**config.mk**
```make
export PLATFORM = sky130hd
export DESIGN_NAME = x_ramb4_s4_stream_reader_flat
export DESIGN_NICKNAME = d
export VERILOG_FILES = /design/src/rtl/x_ramb4_s4_stream_reader_if.sv /design/src/rtl/x_ramb4_s4_stream_reader.sv /design/src/flat_wrapper.sv
export SDC_FILE = /design/constraint.sdc
export NUM_CORES = 1
export LEC_CHECK = 0
export CORE_UTILIZATION = 55
export DETAILED_ROUTE_END_ITERATION = 8
export PLACE_DENSITY_LB_ADDON = 0.1
export REMOVE_ABC_BUFFERS = 1
export SYNTH_ARGS = -nofsm -noshare
export SYNTH_HDL_FRONTEND = slang
export SYNTH_SLANG_ARGS = --single-unit
```
**constraint.sdc**
```tcl
create_clock -name CLKA -period 8.4 [get_ports CLKA]
set_clock_uncertainty 0.15 [all_clocks]
set_input_delay 1.68 -clock CLKA [delete_from_list [all_inputs] [get_ports CLKA]]
set_output_delay 1.68 -clock CLKA [all_outputs]
set_load 0.02 [all_outputs]
```
**src/rtl/x_ramb4_s4_stream_reader_if.sv**
```systemverilog
// Pin bundle between the stream reader, the RAM B-side port and the downstream consumer.
// slave = reader engine view; master = surrounding environment view.
interface x_ramb4_s4_stream_reader_if #(
  parameter int ADDR_W = 10,
  parameter int DATA_W = 4,
  parameter int LEN_W  = 11
);
  logic              CMD_VALID;
  logic              CMD_READY;
  logic [ADDR_W-1:0] CMD_ADDR;
  logic [LEN_W-1:0]  CMD_LEN;
  logic              RAM_EN;
  logic              RAM_WE;
  logic              RAM_RST;
  logic [ADDR_W-1:0] RAM_ADDR;
  logic [DATA_W-1:0] RAM_DO;
  logic              DOUT_VALID;
  logic              DOUT_READY;
  logic [DATA_W-1:0] DOUT;
  logic              DOUT_LAST;
  logic              BUSY;
  logic              ERR;

  modport slave (
    input  CMD_VALID, CMD_ADDR, CMD_LEN, RAM_DO, DOUT_READY,
    output CMD_READY, RAM_EN, RAM_WE, RAM_RST, RAM_ADDR,
           DOUT_VALID, DOUT, DOUT_LAST, BUSY, ERR
  );

  modport master (
    output CMD_VALID, CMD_ADDR, CMD_LEN, RAM_DO, DOUT_READY,
    input  CMD_READY, RAM_EN, RAM_WE, RAM_RST, RAM_ADDR,
           DOUT_VALID, DOUT, DOUT_LAST, BUSY, ERR
  );
endinterface

```
**src/rtl/x_ramb4_s4_stream_reader.sv**
```systemverilog
// Sequential read engine for the 4-bit port of a 1024x4 block RAM; streams nibbles with a last marker.
// Define X_RAMB4_STREAM_READER_WRAP_EN to let a command wrap from word 1023 back to word 0.
module x_ramb4_s4_stream_reader #(
  parameter int ADDR_W = 10,
  parameter int DATA_W = 4,
  parameter int LEN_W  = 11
) (
  input logic CLKA,
  input logic RSTB,
  x_ramb4_s4_stream_reader_if.slave bus
);
  localparam int DEPTH  = 1 << ADDR_W;
  localparam int FIFO_D = 4;

  typedef enum logic [1:0] {IDLE = 2'd0, RUN = 2'd1, DRAIN = 2'd2} state_t;
  typedef struct packed {
    logic              last;
    logic [DATA_W-1:0] data;
  } ent_t;

  state_t            state, state_nxt;
  logic              ready_en;
  logic              err;
  logic [ADDR_W-1:0] addr;
  logic [LEN_W-1:0]  remaining;
  logic              inflight, inflight_last;
  ent_t              fifo [FIFO_D];
  logic [1:0]        wr_ptr, rd_ptr;
  logic [2:0]        count;

  logic       cmd_ready, accept, len_ok, legal;
  logic       issue, push, pop, fifo_vld, last_pop;
  logic [3:0] credit_used;

  assign accept = bus.CMD_VALID & cmd_ready;
  assign len_ok = (bus.CMD_LEN != '0) && (bus.CMD_LEN <= LEN_W'(DEPTH));

`ifdef X_RAMB4_STREAM_READER_WRAP_EN
  assign legal = len_ok;
`else
  // Without wrap, a command must end at or before the top of the RAM.
  logic [LEN_W:0] end_addr;
  assign end_addr = (LEN_W+1)'(bus.CMD_ADDR) + (LEN_W+1)'(bus.CMD_LEN);
  assign legal    = len_ok && (end_addr <= (LEN_W+1)'(DEPTH));
`endif

  // Slots already promised: stored words plus the read whose data lands next cycle.
  assign credit_used = 4'(count) + 4'(inflight);
  assign fifo_vld    = (count != 3'd0);
  assign push        = inflight;
  assign pop         = fifo_vld & bus.DOUT_READY;
  assign last_pop    = pop & fifo[rd_ptr].last;

  // State register
  always_ff @(posedge CLKA) begin
    if (RSTB) state <= IDLE;
    else      state <= state_nxt;
  end

  // Next-state logic
  always_comb begin
    state_nxt = state;
    case (state)
      IDLE:    if (accept && legal) state_nxt = RUN;
      RUN:     if (issue && remaining == LEN_W'(1)) state_nxt = DRAIN;
      DRAIN:   if (last_pop) state_nxt = IDLE;
      default: state_nxt = IDLE;
    endcase
  end

  // Output logic
  always_comb begin
    cmd_ready = 1'b0;
    issue     = 1'b0;
    case (state)
      IDLE:    cmd_ready = ready_en;
      RUN:     issue = (remaining != '0) && (credit_used < 4'(FIFO_D));
      default: ;
    endcase
  end

  // Command registers, read issue and the RAM latency stage
  always_ff @(posedge CLKA) begin
    if (RSTB) begin
      ready_en      <= 1'b0;
      err           <= 1'b0;
      addr          <= '0;
      remaining     <= '0;
      inflight      <= 1'b0;
      inflight_last <= 1'b0;
    end else begin
      ready_en <= 1'b1;
      err      <= accept & ~legal;
      if (accept && legal) begin
        addr      <= bus.CMD_ADDR;
        remaining <= bus.CMD_LEN;
      end else if (issue) begin
        addr      <= addr + ADDR_W'(1);
        remaining <= remaining - LEN_W'(1);
      end
      inflight      <= issue;
      inflight_last <= issue && (remaining == LEN_W'(1));
    end
  end

  // Skid FIFO; the credit check guarantees a push never meets a full FIFO
  always_ff @(posedge CLKA) begin
    if (RSTB) begin
      for (int i = 0; i < FIFO_D; i++) fifo[i] <= '0;
      wr_ptr <= '0;
      rd_ptr <= '0;
      count  <= '0;
    end else begin
      if (push) begin
        fifo[wr_ptr] <= '{last: inflight_last, data: bus.RAM_DO};
        wr_ptr       <= wr_ptr + 2'd1;
      end
      if (pop) rd_ptr <= rd_ptr + 2'd1;
      case ({push, pop})
        2'b10:   count <= count + 3'd1;
        2'b01:   count <= count - 3'd1;
        default: count <= count;
      endcase
    end
  end

  assign bus.CMD_READY  = cmd_ready;
  assign bus.RAM_EN     = issue;
  assign bus.RAM_WE     = 1'b0;
  assign bus.RAM_RST    = 1'b0;
  assign bus.RAM_ADDR   = addr;
  assign bus.DOUT_VALID = fifo_vld;
  assign bus.DOUT       = fifo[rd_ptr].data;
  assign bus.DOUT_LAST  = fifo_vld & fifo[rd_ptr].last;
  assign bus.BUSY       = (state != IDLE);
  assign bus.ERR        = err;

endmodule

```
**src/flat_wrapper.sv**
```systemverilog
// flat-port wrapper written by rule: the top's interface ports become plain ports
module x_ramb4_s4_stream_reader_flat 
#(
  parameter int ADDR_W = 10,
  parameter int DATA_W = 4,
  parameter int LEN_W  = 11
)
  (CLKA, RSTB, bus_CMD_VALID, bus_CMD_ADDR, bus_CMD_LEN, bus_RAM_DO, bus_DOUT_READY, bus_CMD_READY, bus_RAM_EN, bus_RAM_WE, bus_RAM_RST, bus_RAM_ADDR, bus_DOUT_VALID, bus_DOUT, bus_DOUT_LAST, bus_BUSY, bus_ERR);
  x_ramb4_s4_stream_reader_if #(.ADDR_W(ADDR_W), .DATA_W(DATA_W), .LEN_W(LEN_W)) bus_i ();
  input logic CLKA;
  input logic RSTB;
  input wire logic [$bits(bus_i.CMD_VALID)-1:0] bus_CMD_VALID;
  input wire logic [$bits(bus_i.CMD_ADDR)-1:0] bus_CMD_ADDR;
  input wire logic [$bits(bus_i.CMD_LEN)-1:0] bus_CMD_LEN;
  input wire logic [$bits(bus_i.RAM_DO)-1:0] bus_RAM_DO;
  input wire logic [$bits(bus_i.DOUT_READY)-1:0] bus_DOUT_READY;
  output wire logic [$bits(bus_i.CMD_READY)-1:0] bus_CMD_READY;
  output wire logic [$bits(bus_i.RAM_EN)-1:0] bus_RAM_EN;
  output wire logic [$bits(bus_i.RAM_WE)-1:0] bus_RAM_WE;
  output wire logic [$bits(bus_i.RAM_RST)-1:0] bus_RAM_RST;
  output wire logic [$bits(bus_i.RAM_ADDR)-1:0] bus_RAM_ADDR;
  output wire logic [$bits(bus_i.DOUT_VALID)-1:0] bus_DOUT_VALID;
  output wire logic [$bits(bus_i.DOUT)-1:0] bus_DOUT;
  output wire logic [$bits(bus_i.DOUT_LAST)-1:0] bus_DOUT_LAST;
  output wire logic [$bits(bus_i.BUSY)-1:0] bus_BUSY;
  output wire logic [$bits(bus_i.ERR)-1:0] bus_ERR;
  assign bus_i.CMD_VALID = bus_CMD_VALID;
  assign bus_i.CMD_ADDR = bus_CMD_ADDR;
  assign bus_i.CMD_LEN = bus_CMD_LEN;
  assign bus_i.RAM_DO = bus_RAM_DO;
  assign bus_i.DOUT_READY = bus_DOUT_READY;
  assign bus_CMD_READY = bus_i.CMD_READY;
  assign bus_RAM_EN = bus_i.RAM_EN;
  assign bus_RAM_WE = bus_i.RAM_WE;
  assign bus_RAM_RST = bus_i.RAM_RST;
  assign bus_RAM_ADDR = bus_i.RAM_ADDR;
  assign bus_DOUT_VALID = bus_i.DOUT_VALID;
  assign bus_DOUT = bus_i.DOUT;
  assign bus_DOUT_LAST = bus_i.DOUT_LAST;
  assign bus_BUSY = bus_i.BUSY;
  assign bus_ERR = bus_i.ERR;
  x_ramb4_s4_stream_reader #(.ADDR_W(ADDR_W), .DATA_W(DATA_W), .LEN_W(LEN_W)) u_core (.CLKA(CLKA), .RSTB(RSTB), .bus(bus_i));
endmodule
```
==> out/results.env, run 1 <==
RUN_STATUS='finished, final reports clean'
NUMBER_OF_ANTENNA_VIOLATIONS_AT_THE_FIRST_CHECK_IN_GLOBAL_ROUTING=0
CRIT_TYPE='primary input to flip-flop'
ANT_NETS=0
LEAKAGEPOWER_nW=1.37
MIN_DELAY_WORST_ENDPOINT='u_core.state[1]'
SIGNAL_ARRIVAL_TIME_AT_THE_WORST_ENDPOINT_NS=4.93
CRITICAL_PATH_REQUIRED_NS=8.46
DR_TOTAL_VIAS=2738
MIN_PATH_CELLS=2
CTS_HOLD_BUF=0
FIN_CRIT_SH=0.580
IR_DROP_V=0.0000769
FINALWIRELENGTH_UM=7770
TIMING.FINAL.WS_SETUP_NS=3.53
DESIGN.DIE.AREA_UM2=6240
GRT_MAX_DEGREE=38
SYNTH_AREA_LEADER_CELL='sky130_fd_sc_hd__dfxtp_1'
CLOCK_SINK_COUNT=56
REPORT.FINAL.HOLD_VIOL_COUNT=0
POSTCTSSETUPBUFFERS=0
FIN_AREA_UM2=3850
ANTENNADIODECOUNT=0
MAX_FREQ_GHz=0.205
DIE_X_UM=79.0
R2R_START='u_core.state[1]'
BUFFER_PORTS.INSERTED=48
CLOCK-ROOT-BUFFER='sky130_fd_sc_hd__clkbuf_8'
DPL.HPWL_UM=5890
SYNTH_WARNINGS=0
PLACE_WS_NS=3.23
SYNTH_CELLS=336
FLOORPLAN.ROWS=27
PERIOD_MINUS_SLACK_NS=4.87
MAX_SLEW.WORST_PIN.SLEW_NS=1.02
REMAINING_DRC_ERRORS=0
CLOCKBUFFERDEPTH=2
POSTCTSRESIZEDCELLS=0
GRT_SETUP_UNREPAIRED='false'
PLACE_AREA_UM2=3760
SYNTH.MOST_COMMON_CELL='sky130_fd_sc_hd__dfxtp_1'
SYNTHDOMINANTCELLAREASHARE=0.221
POST_DRT_VIA_CELL_RATIO=6.08
MAX_INCR_DELAY_ON_CP_NS=0.82
CRITICAL_PATH.STARTPOINT_TYPE='primary input'
WORSTSKEWPAIRLATENCY_NS=0.32
DETAILEDROUTE.FIRSTPASSITERATIONCOUNT=4
GRT.TOTAL_USAGE=0.264
FINAL_NET_COUNT=422
HP-CLASS='flip-flop to flip-flop'
DETAILROUTE.WIRELENGTH.MET2_UM=4100
R2R_SLACK_NS=5.78
RELSLEWSLACK=0.323
YS_DOMINANT_REG_CELL='sky130_fd_sc_hd__dfxtp_1'
FLOORPLAN.INITIALDENSITY=0.581
ROUTED.TOP_LAYER='met4'
FLOORPLAN.CORE_AREA_UM2=5610
WORST_SETUP_HOLD_PATH_CLK_SLEW_NS=0.10
REG2REG_DEPTH=8
HOLD_PATH_STARTPOINT='u_core.state[1]'
WL_PER_CELL_UM=17.3
YOSYS-TOP-CELLS-AREA='sky130_fd_sc_hd__dfxtp_1, sky130_fd_sc_hd__edfxtp_1, sky130_fd_sc_hd__ha_1'
MET3_WIRELENGTH_UM=401
SYN_AREA_PER_CELL_UM2=9.70
ASYNC_RESET_FF_FRAC=0
POWERDENSITY_nW_PER_UM2=155
GRT_PASS1_VIAS=2676
REPORT.FINAL.SETUP_VIOL=0
CP_NUM_BUF_INV=1
FINAL_CORE_UTILIZATION=0.686
GLOBALPLACE.CONGESTION=0.914
FLOW.AREA_GROWTH_FROM_SYNTHESIS_PCT=18.0
SYNTH-SEQ-CELLS=56
YS_SEQ_AREA_FRAC=0.405
GRT_REMAINING_OVERFLOW=0
GRT_PASS1_WL_UM=12600
SYNTH_AREA_UM2=3260
CLOCK_TREE.HTREE_LEVEL_COUNT=2
CRITICAL_PATH_FANOUT_MAX=22
CP_NUM_CELLS=10
SYNTH_ENABLE_FLOP_CELLS=20
FINAL_MAX_SLEW_VIOL_COUNT=0
WL_MET1_UM=3170
SYNTH_CELL_TYPES=59
SYNTH_TOP_CELLS_BY_COUNT='sky130_fd_sc_hd__dfxtp_1, sky130_fd_sc_hd__nor2_1, sky130_fd_sc_hd__nand2_1'
WORSTSETUPENDPOINTTYPE='flip-flop'
DIEHEIGHT_UM=79.0
CTS_TREE='yes'
WORST_R2R_ENDPOINT='u_core.remaining[7]'
CP_SLOWEST_CELL='sky130_fd_sc_hd__a41oi_2'
MAXCAPVIOLCOUNT=0
IOPINCOUNT=51
CRITICAL_PATH.CELL_CHAIN='clkdlybuf4s50_1 > ha_1 > fa_1 > a211oi_4 > o211ai_2 > a41oi_1 > xor2_1 > a41oi_2 > nor2_1 > a311o_1'
SETUP_TNS_NS=0
LAYOUT-DRIVE-GT1-SHARE=0.103
CTS-BUFFERS-INSERTED=5
CPLARGESTDELAYFAMILY='compound AO/OA/AOI/OAI gates'
DRT_FIRST_ITER_VIOLATIONS=163
-- power by group --
group	leakage [nW]	switching (mW)	internal [mW]	total [mW]
sequential	0.499	0.0111	0.292	0.303
clock	0.0485	0.0920	0.0600	0.152
combinational	0.819	0.0792	0.0600	0.139
-- cell type report --
class,instances,area (µm²)
clock buffer,5,68.8
multi-input combinational,247,1790
timing repair buffer,49,488
inverter,18,67.6
clock inverter,3,22.5
sequential,56,1320
fill,463,1760
tap,72,90.1
-- logic make-up (layout without fill, tap and decap cells) --
kind of cell               count (synthesis)  in the layout  share of synthesized area
AOI/OAI and AO/OA                         72             72                      0.180
xor gates and xnor gates                  25             25                     0.0672
adders and majority gates                 16             16                     0.0660
buffers and inverters                     34             75                     0.0472
DFF                                       56             56                      0.405
muxes                                      7              7                     0.0411
other                                      1              2                    0.00115
and+or+nand+nor                          125            125                      0.193
-- cell usage in the layout, fill, tap and decap left out, drive strengths merged, types with 3 or more instances in the layout --
cell	Yosys	final
ha	14	14
nor2	33	33
a21o	3	3
nor3	20	20
and2	8	8
a21oi	13	13
xor2	14	14
a211oi	15	15
clkdlybuf4s50	0	48
o21ai	15	15
a311oi	6	6
nand2	24	24
a31oi	4	4
edfxtp	20	20
nand2b	5	5
dfxtp	36	36
nor4	9	9
xnor2	11	11
mux4	5	5
and3	3	3
clkbuf	6	5
inv	18	19
nand3	10	10
o211ai	4	4
nand4	5	5
-- through the flow --
| step | total power, mW | hold WS, ns | std cells |
|---|---|---|---|
| CTS | 0.595 | 0.361 | 450 |
| global placement | 0.445 | 0.332 | 442 |
| finish | 0.594 | 0.359 | 450 |
| detailed placement | 0.446 | 0.345 | 442 |
| floorplan | 0.394 | 0.309 | 321 |
| global route | 0.618 | 0.400 | 450 |
-- per-layer routing --
layer | track usage | vias up
li1 | - | 1312
met1 | 0.304 | 1317
met2 | 0.491 | 99
met3 | 0.0402 | 10
met4 | 0.0909 | 0
met5 | 0 | -
-- tightest hold or removal path, delay by kind of cell, from the launching register on --
family / cells / cell delay [ns]
AO/OA/AOI/OAI: 1 / 0.06
AND/OR/NAND/NOR: 1 / 0.08
flip-flops: 1 / 0.33
-- flip-flops by register name, indices dropped and copies added (netlist names), named ones only --
signal / flops
u_core.bus.ERR: 1
u_core.ready_en: 1
u_core.state: 2
u_core.inflight_last: 1
u_core.fifo: 20
u_core.rd_ptr: 2
u_core.inflight: 1
u_core.remaining: 11
u_core.count: 3
u_core.bus.RAM_ADDR: 10
u_core.wr_ptr: 2
-- how the worst max path moves through the flow --
stage	startpoint	end	slack [ns]
after CTS	bus_CMD_LEN[0]	u_core.bus.RAM_ADDR[9]	3.55
after detailed placement	bus_CMD_LEN[0]	u_core.bus.RAM_ADDR[9]	3.23
after floorplan	bus_CMD_LEN[0]	u_core.bus.RAM_ADDR[9]	4.04
after global routing	bus_CMD_LEN[0]	u_core.bus.RAM_ADDR[9]	3.39
after global placement	bus_CMD_LEN[0]	u_core.bus.RAM_ADDR[9]	3.25
final	bus_CMD_LEN[0]	u_core.bus.RAM_ADDR[9]	3.53
(Power assumes the default switching activity.)
==> inputs of run 2 (changes only) <==
--- a/config.mk
+++ b/config.mk
@@ -5,7 +5,7 @@
 export SDC_FILE = /design/constraint.sdc
 export NUM_CORES = 1
 export LEC_CHECK = 0
-export CORE_UTILIZATION = 55
+export CORE_UTILIZATION = 54
 export DETAILED_ROUTE_END_ITERATION = 8
 export PLACE_DENSITY_LB_ADDON = 0.1
 export REMOVE_ABC_BUFFERS = 1
==> constraint.sdc (replaced) <==
create_clock -name CLKA -period 4.55 [get_ports CLKA]
set_clock_uncertainty 0.15 [all_clocks]
set_input_delay 0.91 -clock CLKA [delete_from_list [all_inputs] [get_ports CLKA]]
set_output_delay 0.91 -clock CLKA [all_outputs]
set_load 0.02 [all_outputs]
==> run 2 against run 1 <==
Effect of this change:
- register-to-register slack worse by 3.7 ns
- highest routed layer unchanged
- total power is 83% higher
- clock power is 77% higher
- combinational power is 86% higher
- hold slack worse by 0.0094 ns
- sequential power is 84% higher
- global-route usage is 1.3 points lower
==> out/results.env, run 2 (same netlist as run 1, synthesis figures left out) <==
CRIT_TYPE='primary input to flip-flop'
RELSLEWSLACK=0.475  # +0.152
REMAINING_DRC_ERRORS=0  # unchanged
R2R_START='u_core.state[1]'
FIN_CRIT_SH=0.807
POST_DRT_VIA_CELL_RATIO=5.92  # -2.6%
DRT_FIRST_ITER_VIOLATIONS=77  # -53%
IR_DROP_V=0.000166  # +120%
CTS_TREE='yes'
FLOORPLAN.INITIALDENSITY=0.575  # -0.00692
WORSTSKEWPAIRLATENCY_NS=0.31  # about the same
DR_TOTAL_VIAS=2678  # -2.2%
MOSTFREQUENTLAYOUTCELLS='sky130_fd_sc_hd__clkdlybuf4s50_1, sky130_fd_sc_hd__dfxtp_1, sky130_fd_sc_hd__nor2_1'
FLOW.AREA_GROWTH_FROM_SYNTHESIS_PCT=18.2
GROUTE.LAYER.MET1.USAGE=0.311  # +0.00671
ANTENNADIODECOUNT=0  # unchanged
FINAL_CORE_UTILIZATION=0.679  # -0.00707
GLOBALPLACE.CONGESTION=0.978  # +7.0%
CLOCKBUFFERDEPTH=2  # unchanged
SETUP_TNS_NS=0  # unchanged
PERIOD_MINUS_SLACK_NS=3.67
MAX_INCR_DELAY_ON_CP_NS=0.46  # -0.36 ns
GRT_PASS1_WL_UM=12100  # -3.6%
FINAL_MAX_SLEW_VIOL_COUNT=0  # unchanged
NUMBER_OF_ANTENNA_VIOLATIONS_AT_THE_FIRST_CHECK_IN_GLOBAL_ROUTING=0  # unchanged
CP_NUM_BUF_INV=2  # +1
FLOORPLAN.CORE_AREA_UM2=5680  # +1.2%
MIN_PATH_CELLS=2  # unchanged
HOLD_PATH_STARTPOINT='u_core.remaining[10]'
PLACE_AREA_UM2=3770  # +0.40%
CRITICAL_PATH_REQUIRED_NS=4.60  # -3.86 ns
CRITICAL_PATH.CELL_CHAIN='clkdlybuf4s50_1 > ha_1 > fa_1 > a211oi_4 > o211ai_2 > a41oi_1 > xor2_1 > a41oi_2 > buf_4 > nor2_1 > a311o_1'
MAX_SLEW.WORST_PIN.SLEW_NS=0.780  # -0.235 ns
CLOCK_SINK_COUNT=56  # unchanged
GRT_MAX_DEGREE=23  # -39%
MAX_FREQ_GHz=0.272
LARGEST_REG_FLOPS=20  # unchanged
TOP_REGISTER_BY_NUMBER_OF_FLIP_FLOPS='u_core.fifo'
DIEHEIGHT_UM=79.7  # +0.90%
GRT_SETUP_UNREPAIRED='false'
FINALWIRELENGTH_UM=7390  # -4.9%
REPORT.POWER.TOTAL_mW=1.09  # +83%
DETAILEDROUTE.FIRSTPASSITERATIONCOUNT=4  # unchanged
BUFFER_PORTS.INSERTED=48  # unchanged
REPORT.FINAL.HOLD_VIOL_COUNT=0  # unchanged
FLOORPLAN.ROWS=27  # unchanged
FINAL_NET_COUNT=424  # +0.47%
PLACE_WS_NS=0.565  # -2.66 ns
HP-CLASS='flip-flop to flip-flop'
WL_PER_CELL_UM=16.3  # -5.3%
POSTCTSRESIZEDCELLS=0  # unchanged
REPORT.FINAL.SETUP_VIOL=0  # unchanged
GRT.TOTAL_USAGE=0.251  # -0.0129
CTS_HOLD_BUF=0  # unchanged
FIN_AREA_UM2=3850  # +0.16%
GRT_REMAINING_OVERFLOW=0  # unchanged
CLOCK_TREE.HTREE_LEVEL_COUNT=2  # unchanged
CP_SLOWEST_CELL='sky130_fd_sc_hd__clkdlybuf4s50_1'
REG2REG_DEPTH=8  # unchanged
GRT_PASS1_VIAS=2503  # -6.5%
WORST_SETUP_HOLD_PATH_CLK_SLEW_NS=0.09  # about the same
LAYOUT-DRIVE-GT1-SHARE=0.103  # -0.000543
DPL.HPWL_UM=5730  # -2.7%
POWERDENSITY_nW_PER_UM2=282  # +82%
CLOCK-ROOT-BUFFER='sky130_fd_sc_hd__clkbuf_8'
GRT_USE_MET3=0.0343  # -0.00594
POSTCTSSETUPBUFFERS=0  # unchanged
DESIGN.DIE.AREA_UM2=6350  # +1.8%
INSTANCES_NO_FILL=452  # +0.44%
LEAKAGEPOWER_nW=1.37  # +0.31%
ANT_NETS=0  # unchanged
CPLARGESTDELAYFAMILY='compound AO/OA/AOI/OAI gates'
SIGNAL_ARRIVAL_TIME_AT_THE_WORST_ENDPOINT_NS=3.72  # -1.21 ns
TIMING.FINAL.WS_SETUP_NS=0.878  # -2.65 ns
CRITICAL_PATH.STARTPOINT_TYPE='primary input'
MAXCAPVIOLCOUNT=0  # unchanged
CP_NUM_CELLS=11  # +1
CRITICAL_PATH_FANOUT_MAX=22  # unchanged
CRIT_PATH_START='bus_CMD_LEN[0]'
DIE_X_UM=79.7  # +0.90%
RUN_STATUS='finished, final reports clean'
CTS-BUFFERS-INSERTED=5  # unchanged
IOPINCOUNT=51  # unchanged
GLOBAL_ROUTE.PEAK_USAGE_LAYER='met2'
GR_UTIL_MET2=0.440  # -0.0503
WORSTSETUPENDPOINTTYPE='flip-flop'
CELL_COUNT_AFTER_PLACEMENT=444  # +0.45%
COMMONEST_NON_FILL_NON_TAP_CELL_IN_THE_LAYOUT='sky130_fd_sc_hd__clkdlybuf4s50_1'
WHS_NS=0.349  # -0.00944 ns
-- run 2: cell types whose count changed in the layout (fill, tap and decap cells not counted) --
cell,before,now
sky130_fd_sc_hd__clkbuf_1,0,1
sky130_fd_sc_hd__clkinv_4,1,0
sky130_fd_sc_hd__inv_4,0,1
sky130_fd_sc_hd__clkinv_1,0,1
sky130_fd_sc_hd__clkinv_2,1,0
sky130_fd_sc_hd__inv_6,1,0
sky130_fd_sc_hd__buf_4,1,3
-- run 2: tightest hold or removal path, delay by kind of cell, from the launching register on --
kind	cells	cell delay, ns
flops	1	0.32
compound gates	2	0.14
-- run 2: final cells by class --
| cell class | instances | area [µm²] |
|---|---|---|
| sequential | 56 | 1320 |
| inverter | 18 | 67.6 |
| fill | 494 | 1820 |
| clock inverter | 2 | 10.0 |
| timing repair buffer | 51 | 503 |
| multi-input combinational | 247 | 1790 |
| tap | 72 | 90.1 |
| clock buffer | 6 | 72.6 |
-- run 2: per-layer routing --
metal	wire length, µm	share of wire	up-vias
li1	-	-	1315
met1	3190	0.43	1273
met2	3720	0.50	80
met3	349	0.047	10
met4	125	0.017	0
met5	0	0	-
-- run 2: path summary, 6_finish.rpt --
kind | end | slack, ns
max | u_core.bus.RAM_ADDR[9] | 0.88
max reg2reg | u_core.remaining[7] | 2.05
min | u_core.remaining[10] | 0.35
min reg2reg | u_core.remaining[10] | 0.35
-- run 2: where the power goes --
part,switching (mW),internal [mW]
combinational,0.145,0.113
clock,0.161,0.108
sequential,0.0192,0.539
total,0.325,0.760
